--- config.mk ---
export PLATFORM = sky130hd
export DESIGN_NAME = mul_sn
export DESIGN_NICKNAME = d
export VERILOG_FILES = /design/src/rtl/mul_sn_pkg.sv /design/src/rtl/mul_sn_tree_lvl.sv /design/src/rtl/mul_sn.sv
export SDC_FILE = /design/constraint.sdc
export NUM_CORES = 1
export LEC_CHECK = 0
export BUFFER_PORTS_ARGS = -buffer_cell sky130_fd_sc_hd__buf_2
export CORE_ASPECT_RATIO = 1.1
export CORE_MARGIN = 2
export CORE_UTILIZATION = 54
export DETAILED_ROUTE_END_ITERATION = 7
export GPL_TIMING_DRIVEN = 0
export PLACE_DENSITY = 0.72
export SYNTH_ARGS = -nofsm -noshare
export SYNTH_HDL_FRONTEND = slang
export SYNTH_SLANG_ARGS = --single-unit
--- constraint.sdc ---
create_clock -name i_clk -period 3.1 [get_ports i_clk]
set_clock_uncertainty 0.1 [all_clocks]
set_input_delay 0.31 -clock i_clk [delete_from_list [all_inputs] [get_ports i_clk]]
set_output_delay 0.31 -clock i_clk [all_outputs]
set_load 0.01 [all_outputs]
--- src/rtl/mul_sn_pkg.sv ---
// Shared constants and helpers for the pipelined signed/unsigned multiplier.
// abs_u is kept generic (up to MAXW bits) so the divider can reuse it.
package mul_sn_pkg;

    localparam int unsigned MAXW    = 32;
    localparam int unsigned MAX_LAT = 7;

    localparam logic [MAX_LAT-1:0] STAGE_V_RST = '0;

    function automatic int unsigned mul_sn_lat(input int unsigned width);
        return $clog2(width) + 2;
    endfunction

    // Magnitude of a width-bit operand held zero-extended in x; exact for -2^(width-1).
    function automatic logic [MAXW-1:0] abs_u(input logic [MAXW-1:0] x,
                                              input logic            sgn,
                                              input int unsigned     width);
        logic [MAXW-1:0] mask;
        logic            neg;
        mask = '1;
        mask = mask >> (MAXW - width);
        neg  = sgn && x[width-1];
        return neg ? ((~x + MAXW'(1)) & mask) : (x & mask);
    endfunction

endpackage

--- src/rtl/mul_sn_tree_lvl.sv ---
// One adder-tree level: sums adjacent pairs of IN_W-bit partial sums, the odd
// member of each pair weighted by 2^SHIFT. Purely combinational.
module mul_sn_tree_lvl #(
    parameter int unsigned IN_N  = 4,
    parameter int unsigned IN_W  = 10,
    parameter int unsigned SHIFT = 2
) (
    input  logic [IN_N*IN_W-1:0]               i_in,
    output logic [(IN_N/2)*(IN_W+SHIFT)-1:0]   o_sum
);

    localparam int unsigned OUT_W = IN_W + SHIFT;

    always_comb begin
        o_sum = '0;
        for (int unsigned j = 0; j < IN_N / 2; j++) begin
            o_sum[j*OUT_W +: OUT_W] = OUT_W'(i_in[(2*j)*IN_W +: IN_W])
                                    + (OUT_W'(i_in[(2*j+1)*IN_W +: IN_W]) << SHIFT);
        end
    end

endmodule

--- src/rtl/mul_sn.sv ---
// Pipelined WIDTH x WIDTH -> 2*WIDTH multiplier, signed or unsigned per op, with
// valid/ready back-pressure, flush and tag passthrough. Depth is $clog2(WIDTH)+2.
module mul_sn
    import mul_sn_pkg::*;
#(
    parameter int unsigned WIDTH = 8,
    parameter int unsigned TAG_W = 4
) (
    input  logic                 i_clk,
    input  logic                 i_nrst,
    input  logic                 i_flush,
    input  logic                 i_valid,
    output logic                 o_ready,
    input  logic                 i_signed,
    input  logic [WIDTH-1:0]     i_a,
    input  logic [WIDTH-1:0]     i_b,
    input  logic [TAG_W-1:0]     i_tag,
    output logic                 o_valid,
    input  logic                 i_ready,
    output logic [2*WIDTH-1:0]   o_res,
    output logic [TAG_W-1:0]     o_tag
);

    localparam int unsigned LAT  = mul_sn_lat(WIDTH);
    localparam int unsigned N    = WIDTH / 2;
    localparam int unsigned NLVL = $clog2(N);

    function automatic int unsigned lvl_in_w(input int unsigned l);
        return (l == 0) ? WIDTH + 2 : WIDTH + (2 << l);
    endfunction

    function automatic int unsigned lvl_bits(input int unsigned l);
        return (N >> (l + 1)) * (lvl_in_w(l) + (2 << l));
    endfunction

    function automatic int unsigned lvl_off(input int unsigned l);
        int unsigned acc;
        acc = 0;
        for (int unsigned k = 0; k < l; k++) acc += lvl_bits(k);
        return acc;
    endfunction

    localparam int unsigned TREE_BITS = lvl_off(NLVL);
    localparam int unsigned LAST_OFF  = lvl_off(NLVL - 1);

    // Tree levels are packed back to back at their exact widths in one vector.
    typedef struct packed {
        logic [LAT-1:0]             v;
        logic [LAT-2:0]             inv;
        logic [LAT-1:0][TAG_W-1:0]  tag;
        logic [WIDTH-1:0]           ua;
        logic [WIDTH-1:0]           ub;
        logic [N-1:0][WIDTH+1:0]    rows;
        logic [TREE_BITS-1:0]       tree;
        logic [2*WIDTH-1:0]         res;
    } reg_t;

    reg_t                   r_q, r_d;
    logic                   stall, accept;
    logic [LAT-1:0]         ld;
    logic [TREE_BITS-1:0]   tree_sum, tree_ld;
    logic [2*WIDTH-1:0]     sum;

    always_comb begin
        stall   = r_q.v[LAT-1] && !i_ready;
        o_ready = !stall;
        accept  = i_valid && !stall && !i_flush;
        ld      = '0;
        ld[0]   = accept;
        for (int unsigned s = 1; s < LAT; s++) begin
            ld[s] = !stall && !i_flush && r_q.v[s-1];
        end
    end

    for (genvar l = 0; l < NLVL; l++) begin : g_lvl
        localparam int unsigned IN_N  = N >> l;
        localparam int unsigned IN_W  = lvl_in_w(l);
        localparam int unsigned SHIFT = 2 << l;
        localparam int unsigned OFF   = lvl_off(l);
        localparam int unsigned BITS  = lvl_bits(l);

        logic [IN_N*IN_W-1:0] in_flat;

        if (l == 0) begin : g_first
            assign in_flat = r_q.rows;
        end else begin : g_next
            assign in_flat = r_q.tree[lvl_off(l-1) +: lvl_bits(l-1)];
        end

        mul_sn_tree_lvl #(
            .IN_N  (IN_N),
            .IN_W  (IN_W),
            .SHIFT (SHIFT)
        ) u_lvl (
            .i_in  (in_flat),
            .o_sum (tree_sum[OFF +: BITS])
        );

        assign tree_ld[OFF +: BITS] = {BITS{ld[2+l]}};
    end

    assign sum = r_q.tree[LAST_OFF +: 2*WIDTH];

    always_comb begin
        r_d = r_q;

        if (i_flush) begin
            r_d.v = '0;
        end else if (!stall) begin
            r_d.v = {r_q.v[LAT-2:0], accept};
        end

        if (ld[0]) begin
            r_d.ua     = WIDTH'(abs_u(MAXW'(i_a), i_signed, WIDTH));
            r_d.ub     = WIDTH'(abs_u(MAXW'(i_b), i_signed, WIDTH));
            r_d.inv[0] = i_signed & (i_a[WIDTH-1] ^ i_b[WIDTH-1]);
            r_d.tag[0] = i_tag;
        end

        // Radix-4 digit rows: ua times each 2-bit slice of ub.
        if (ld[1]) begin
            for (int unsigned k = 0; k < N; k++) begin
                r_d.rows[k] = (WIDTH+2)'(r_q.ua) * (WIDTH+2)'(r_q.ub[2*k +: 2]);
            end
        end

        for (int unsigned s = 1; s < LAT - 1; s++) begin
            if (ld[s]) begin
                r_d.inv[s] = r_q.inv[s-1];
                r_d.tag[s] = r_q.tag[s-1];
            end
        end

        r_d.tree = (tree_sum & tree_ld) | (r_q.tree & ~tree_ld);

        if (ld[LAT-1]) begin
            r_d.res        = r_q.inv[LAT-2] ? -sum : sum;
            r_d.tag[LAT-1] = r_q.tag[LAT-2];
        end
    end

    always_ff @(posedge i_clk or negedge i_nrst) begin
        if (!i_nrst) begin
            r_q   <= '0;
            r_q.v <= STAGE_V_RST[LAT-1:0];
        end else begin
            r_q <= r_d;
        end
    end

    assign o_valid = r_q.v[LAT-1];
    assign o_res   = r_q.res;
    assign o_tag   = r_q.tag[LAT-1];

endmodule
==> metrics.txt, run 1 <==
number of library cell types mapped by synthesis roughly 50; detailed-route DRC error count 0; routed length per instance about 14 um; cell area power density 685.0 mW/mm2; post-synth top area share 0.4143; result of the run finished, final reports clean; Placeable Area between 0.015 and 0.02 mm2; placed instance area around 0.009 mm2; Post-Synthesis Cell Area 0.008516 mm2; RSZ-0062 raised after global routing false; top cell type by total area after synthesis sky130_fd_sc_hd__dfrtp_1; Area growth syn-to-layout 13.46%; largest net degree at the start of global routing 100; EDFF count, synth 0; Die Area ~0.017 mm2; vias in the first global route about 6,400; Final Setup Violations 0; final hold violation count 0; CTS max path bufs 2; TritonCTS clock tree yes; Avg Inst Size Synth around 9.2 um2; GRT Residual Overflow 0; Leakage Power 4.679 nW; total routing resource utilization after global routing 0.2276; cell count after synthesis 921; cells along the critical path clkbuf_1 -> and2_1 -> ha_1 -> fa_1 -> a211oi_1 -> o21bai_1 -> a21oi_1 -> xnor2_1 -> o21ai_0; die extent in y 135.7 um; Synth area leaders sky130_fd_sc_hd__dfrtp_1 41%, sky130_fd_sc_hd__ha_1 8.1%, sky130_fd_sc_hd__o21ai_0 6.7%; design area 0.009662 mm2; Yosys Warn Count 0; biggest fanout along the worst timing path 9; most common cell in the netlist sky130_fd_sc_hd__nand2_1; clock period minus worst slack 2.525 ns; clk_lat worst skew 0.43 ns; clock transition at the register clock pins on the worst setup and hold paths after CTS ~0.060 ns; detailed-route wire length 17.32 mm; RD Place Congestion 0.8545; share of cells above drive strength 1 0.1389; Worst slew margin 0.5717; Ports 48; average via count per standard cell between 5 and 6; portion of the clock cycle consumed by the worst path in the final layout 0.8145; Critical Path Source Type flip-flop; fin. max-slew vios 0; cell row count 48; htree depth 4; largest stage delay on the critical path ~0.44 ns; worst vdd rail ir drop 423.0 uV; final setup TNS 0 ns; number of setup buffers added after CTS 0; final HPWL from detailed placement 13.31 mm; worst endpoint required time ~3.3 ns; iteration-0 DRC count of the detailed router 197; achievable frequency 396.0 MHz; Detailed Routing Iterations Pass 1 4; Final Net Count 1,076; share of async-settable or async-resettable flops after synthesis 1.000; Worst Hold Class in -> reg; Starting Density 0.5475; number of max-cap violations 0; number of buffers created by CTS 17; total of buffers placed on input and output ports 46; flop and latch count out of synthesis 141; CTS Root Cell sky130_fd_sc_hd__clkbuf_16; Setup crit end kind flip-flop; predominant post-synthesis flop cell sky130_fd_sc_hd__dfrtp_1; antenna violations before repair 0; slew of the pin with the lowest slew margin 0.6425 ns; remaining antenna violation count after routing 0; number of clock sinks 141; floorplan die width 123.7 um; CP max stage cell sky130_fd_sc_hd__fa_1; sequential share of the synthesized area 0.4143; most common library cells after synthesis 151 x sky130_fd_sc_hd__nand2_1, 141 x sky130_fd_sc_hd__dfrtp_1, 114 x sky130_fd_sc_hd__o21ai_0; diode insertion count for antenna repair 0; global-route wire length before repair ~30 mm; vias 6,465; net count after synthesis 1,009; worst setup path class reg -> reg; CP Data Arrival Time 2.71 ns
## cell type report
class | count | area [um2]
clock buffer | 19 | 432.9
inverter | 27 | 101.3
timing repair buffer | 48 | 274.0
multi-input combinational | 703 | 4618
sequential | 141 | 3528
clock inverter | 13 | 188.9
fill | 1348 | 5893
buffer | 50 | 267.8
tap | 200 | 250.2
## through the flow
stage	worst slack, ns	utilization	hold WS, ns	std cells	power (W)
after floorplan	0.8927	-	-0.08559	921	0.003980
after global placement	-0.3073	0.5783	0.3489	1167	0.004412
after detailed placement	0.6174	0.5805	0.1530	1168	0.004489
after CTS	0.6078	0.6211	0.002014	1201	0.006661
after global routing	0.4010	0.6211	0.01125	1201	0.007075
final	0.5750	0.6211	0.01184	1201	0.006618
## path summary, 6_finish.rpt
| check | to | slack (ns) | cells after the start | from |
|---|---|---|---|---|
| setup / recovery | g_lvl[0].in_flat[27]$_DFFE_PN0P_ | 0.57 | 9 | r_q[104]$_DFFE_PN0P_ |
| hold / removal | r_q[114]$_DFFE_PN0P_ | 0.01 | 2 | i_tag[2] |
| setup reg to reg | g_lvl[0].in_flat[27]$_DFFE_PN0P_ | 0.57 | 9 | r_q[104]$_DFFE_PN0P_ |
| hold reg to reg | r_q[125]$_DFFE_PN0P_ | 0.36 | 2 | r_q[121]$_DFFE_PN0P_ |
| max in group asynchronous | g_lvl[0].in_flat[27]$_DFFE_PN0P_ | 1.84 | 3 | i_nrst |
| min in group asynchronous | o_tag[1]$_DFFE_PN0P_ | 0.26 | 2 | i_nrst |
## per-layer routing
| metal | GRT usage | wire length, um | vias to the layer above |
|---|---|---|---|
| li1 | - | - | 3327 |
| met3 | 0.04125 | 539 | 36 |
| met2 | 0.4158 | 9080 | 92 |
| met1 | 0.2570 | 7196 | 3010 |
| met5 | 0 | 0 | - |
| met4 | 0.09596 | 507 | 0 |
## where the power goes
part	total, W	internal (W)	switching (W)
registers	0.00265	0.00228	0.000371
clock network	0.00216	0.00135	0.000806
logic	0.00181	0.000867	0.000944
total	0.00662	0.00450	0.00212
## repair_timing
item                                   CTS  global route
endpoints found under the hold margin   42             0
resized for setup                        0             0
hold buffers                             1             0
## cells in the final DEF, fill, tap and decap left out, types with 15 or more instances in the layout
cell                        synthesis  routed
sky130_fd_sc_hd__a211oi_1          16      16
sky130_fd_sc_hd__xor2_1            40      40
sky130_fd_sc_hd__nor2_1            41      41
sky130_fd_sc_hd__a21oi_1           39      39
sky130_fd_sc_hd__clkbuf_16          0      17
sky130_fd_sc_hd__xnor2_1           17      17
sky130_fd_sc_hd__inv_1             26      26
sky130_fd_sc_hd__buf_2              4      49
sky130_fd_sc_hd__and2_1            52      52
sky130_fd_sc_hd__a21o_1            15      15
sky130_fd_sc_hd__o21ai_0          114     114
sky130_fd_sc_hd__nor3_1            15      15
sky130_fd_sc_hd__clkbuf_1          25      27
sky130_fd_sc_hd__nand2_1          151     151
sky130_fd_sc_hd__o31ai_1           18      18
sky130_fd_sc_hd__buf_4             20      20
sky130_fd_sc_hd__dfrtp_1          141     141
sky130_fd_sc_hd__mux2_2            32      32
sky130_fd_sc_hd__ha_1              55      55
## cell families after synthesis
kind of cell | after synthesis | synth area share
mux | 38 | 0.04996
fa+ha+maj | 62 | 0.09727
compound gates | 244 | 0.1721
buf+inv | 77 | 0.04334
simple gates | 302 | 0.1644
flops | 141 | 0.4143
xor+xnor | 57 | 0.05862
## critical path, delay by kind of cell (launching register included)
| kind | cells | cell delay (ns) |
|---|---|---|
| flops | 1 | 0.35 |
| fa+ha+maj | 2 | 0.67 |
| xor+xnor | 1 | 0.14 |
| buf+inv | 1 | 0.21 |
| compound gates | 4 | 0.70 |
| simple gates | 1 | 0.21 |
Note: power is estimated with default switching activity, not from simulation.
==> inputs of run 2 (changes only) <==
==> constraint.sdc (replaced) <==
create_clock -name i_clk -period 2.4 [get_ports i_clk]
set_clock_uncertainty 0.1 [all_clocks]
set_input_delay 0.24 -clock i_clk [delete_from_list [all_inputs] [get_ports i_clk]]
set_output_delay 0.24 -clock i_clk [all_outputs]
set_load 0.01 [all_outputs]
==> metrics.txt, run 2 (same netlist as run 1, synthesis figures left out) <==
result of the run finished, final reports clean; total of buffers placed on input and output ports 46 (unchanged); met2 wire length 9.181 mm (+1.1%); biggest fanout along the worst timing path 9 (unchanged); TritonCTS clock tree yes; DRT met1 WL 7.242 mm (+0.64%); detailed-route wire length 17.46 mm (+0.79%); largest net degree at the start of global routing 100 (unchanged); CP Data Arrival Time 2.47 ns (-0.24 ns); diode insertion count for antenna repair 0 (unchanged); Worst slew margin 0.6662 (+0.09451); fin. max-slew vios 0 (unchanged); highest-count cells in the layout ignoring fill and taps 150 x sky130_fd_sc_hd__nand2_1, 131 x sky130_fd_sc_hd__dfrtp_1, 114 x sky130_fd_sc_hd__o21ai_0, 55 x sky130_fd_sc_hd__ha_1, 52 x sky130_fd_sc_hd__and2_1; Critical Path Source Type flip-flop; Area growth syn-to-layout 14.94%; slew of the pin with the lowest slew margin 0.5007 ns (-0.1418 ns); Starting Density 0.5475 (unchanged); Leakage Power 4.709 nW (+0.64%); floorplan die width 123.7 um (unchanged); filler-free cell count of the finished design 1,207 (+0.50%); Final Setup Violations 0 (unchanged); final HPWL from detailed placement 13.31 mm (unchanged); RD Place Congestion 0.8545 (unchanged); average via count per standard cell 5.409 (+0.49%); vias in the first global route 6,401 (+0.41%); total power consumption of the routed design 0.008571 W (+30%); clk_lat worst skew 0.43 ns (about the same); cell area power density 875.6 mW/mm2 (+28%); routed wire length on met3 568 um (+5.4%); cell row count 48 (unchanged); GRT Residual Overflow 0 (unchanged); antenna violations before repair 0 (unchanged); number of max-cap violations 0 (unchanged); worst setup path class reg -> reg; Worst Hold Class in -> reg; count of placed standard cells including taps 1,168 (unchanged); final hold violation count 0 (unchanged); remaining antenna violation count after routing 0 (unchanged); routed length per instance 14.46 um (+0.28%); number of clock sinks 141 (unchanged); detailed-route DRC error count 0 (unchanged); CTS max path bufs 2 (unchanged); htree depth 4 (unchanged); iteration-0 DRC count of the detailed router 244 (+24%); Ports 48 (unchanged); Detailed Routing Iterations Pass 1 4 (unchanged); Placeable Area 0.01555 mm2 (unchanged); Final Net Count 1,082 (+0.56%); worst vdd rail ir drop 543.4 uV (+28%); RSZ-0062 raised after global routing false; achievable frequency 437.8 MHz (+11%); worst slack after detailed placement -0.07143 ns (-0.6888 ns); portion of the clock cycle consumed by the worst path in the final layout 0.9518 (+0.1373); worst endpoint required time 2.58 ns (-0.71 ns); number of buffers created by CTS 17 (unchanged); number of setup buffers added after CTS 0 (unchanged); total routing resource utilization after global routing 0.2278 (+0.0002472); clock transition at the register clock pins on the worst setup and hold paths after CTS 0.06 ns (about the same); Setup crit end kind flip-flop; Die Area 0.01679 mm2 (unchanged); global-route wire length before repair 29.90 mm (+0.23%); clock period minus worst slack 2.284 ns (-0.2407 ns); vias 6,529 (+0.99%); setup ws final 0.1156 ns (-0.4593 ns); most common cell after layout, fill and taps aside sky130_fd_sc_hd__nand2_1; die extent in y 135.7 um (unchanged); highest layer used for signal routing met4; CTS Root Cell sky130_fd_sc_hd__clkbuf_16; share of cells above drive strength 1 0.1629 (+0.02400)
-- run 2: changes by cell type in the layout (fill, tap and decap cells not counted), sizes merged --
cell | previous run | this run
clkbuf | 44 | 42
clkinv | 6 | 5
dlygate4sd3 | 1 | 9
inv | 28 | 29
-- run 2: metrics by stage --
step	instance area [um2]	setup TNS, ns	hold WS [ns]	utilization
after floorplan	8516	0	-0.1556	-
after global placement	8996	-130.65	0.3489	0.5783
after detailed placement	9030	-0.4731	0.08299	0.5805
after CTS	9738	0	0.0004652	0.6260
after global routing	9788	0	0.01884	0.6293
final	9788	0	0.003744	0.6293
-- run 2: worst max-delay path, stage by stage (launching register included) --
cell                       delay (ns)
sky130_fd_sc_hd__dfrtp_2         0.48
sky130_fd_sc_hd__and2_1          0.17
sky130_fd_sc_hd__ha_1            0.23
sky130_fd_sc_hd__fa_1            0.45
sky130_fd_sc_hd__a211oi_2        0.21
sky130_fd_sc_hd__o21bai_1        0.11
sky130_fd_sc_hd__a21oi_2         0.18
sky130_fd_sc_hd__xnor2_1         0.13
sky130_fd_sc_hd__o21ai_0         0.08
-- run 2: routing by layer --
layer	vias to the layer above	track usage
li1	3344	-
met1	3061	0.2564
met2	91	0.4191
met3	33	0.04125
met4	0	0.09217
met5	-	0
-- run 2: final timing paths --
path,from,endpoint,slack [ns],cells past startpoint
max,r_q[104]$_DFFE_PN0P_,g_lvl[0].in_flat[27]$_DFFE_PN0P_,0.12,8
min,i_b[0],r_q[96]$_DFFE_PN0P_,0.004,3
max reg2reg,r_q[104]$_DFFE_PN0P_,g_lvl[0].in_flat[27]$_DFFE_PN0P_,0.12,8
min reg2reg,r_q[121]$_DFFE_PN0P_,r_q[125]$_DFFE_PN0P_,0.36,2
max in group asynchronous,i_nrst,r_q[96]$_DFFE_PN0P_,1.19,3
min in group asynchronous,i_nrst,o_tag[1]$_DFFE_PN0P_,0.19,2
-- run 2: final cells by class --
class | instances | area [um2]
fillers | 1338 | 5767
multi-input cells | 703 | 4651
flip-flops and latches | 141 | 3541
clock buffers | 19 | 432.9
repair buffers | 56 | 354.1
plain buffers | 48 | 269.0
well taps | 200 | 250.2
clock inverters | 13 | 188.9
inverters | 27 | 101.3
-- run 2: what timing repair did --
action	4_1_cts	5_1_grt
endpoints found under the setup margin	19	47
pin swaps	0	2
gates resized for setup	2	29
endpoints found under the hold margin	53	0
hold buffers	9	0
-- run 2: where the power goes --
group / switching [W] / leakage [nW] / internal, W
Sequential: 0.000486 / 1.84 / 0.00295
Clock: 0.00104 / 0.298 / 0.00174
Combinational: 0.00122 / 2.57 / 0.00113
Total: 0.00274 / 4.71 / 0.00583
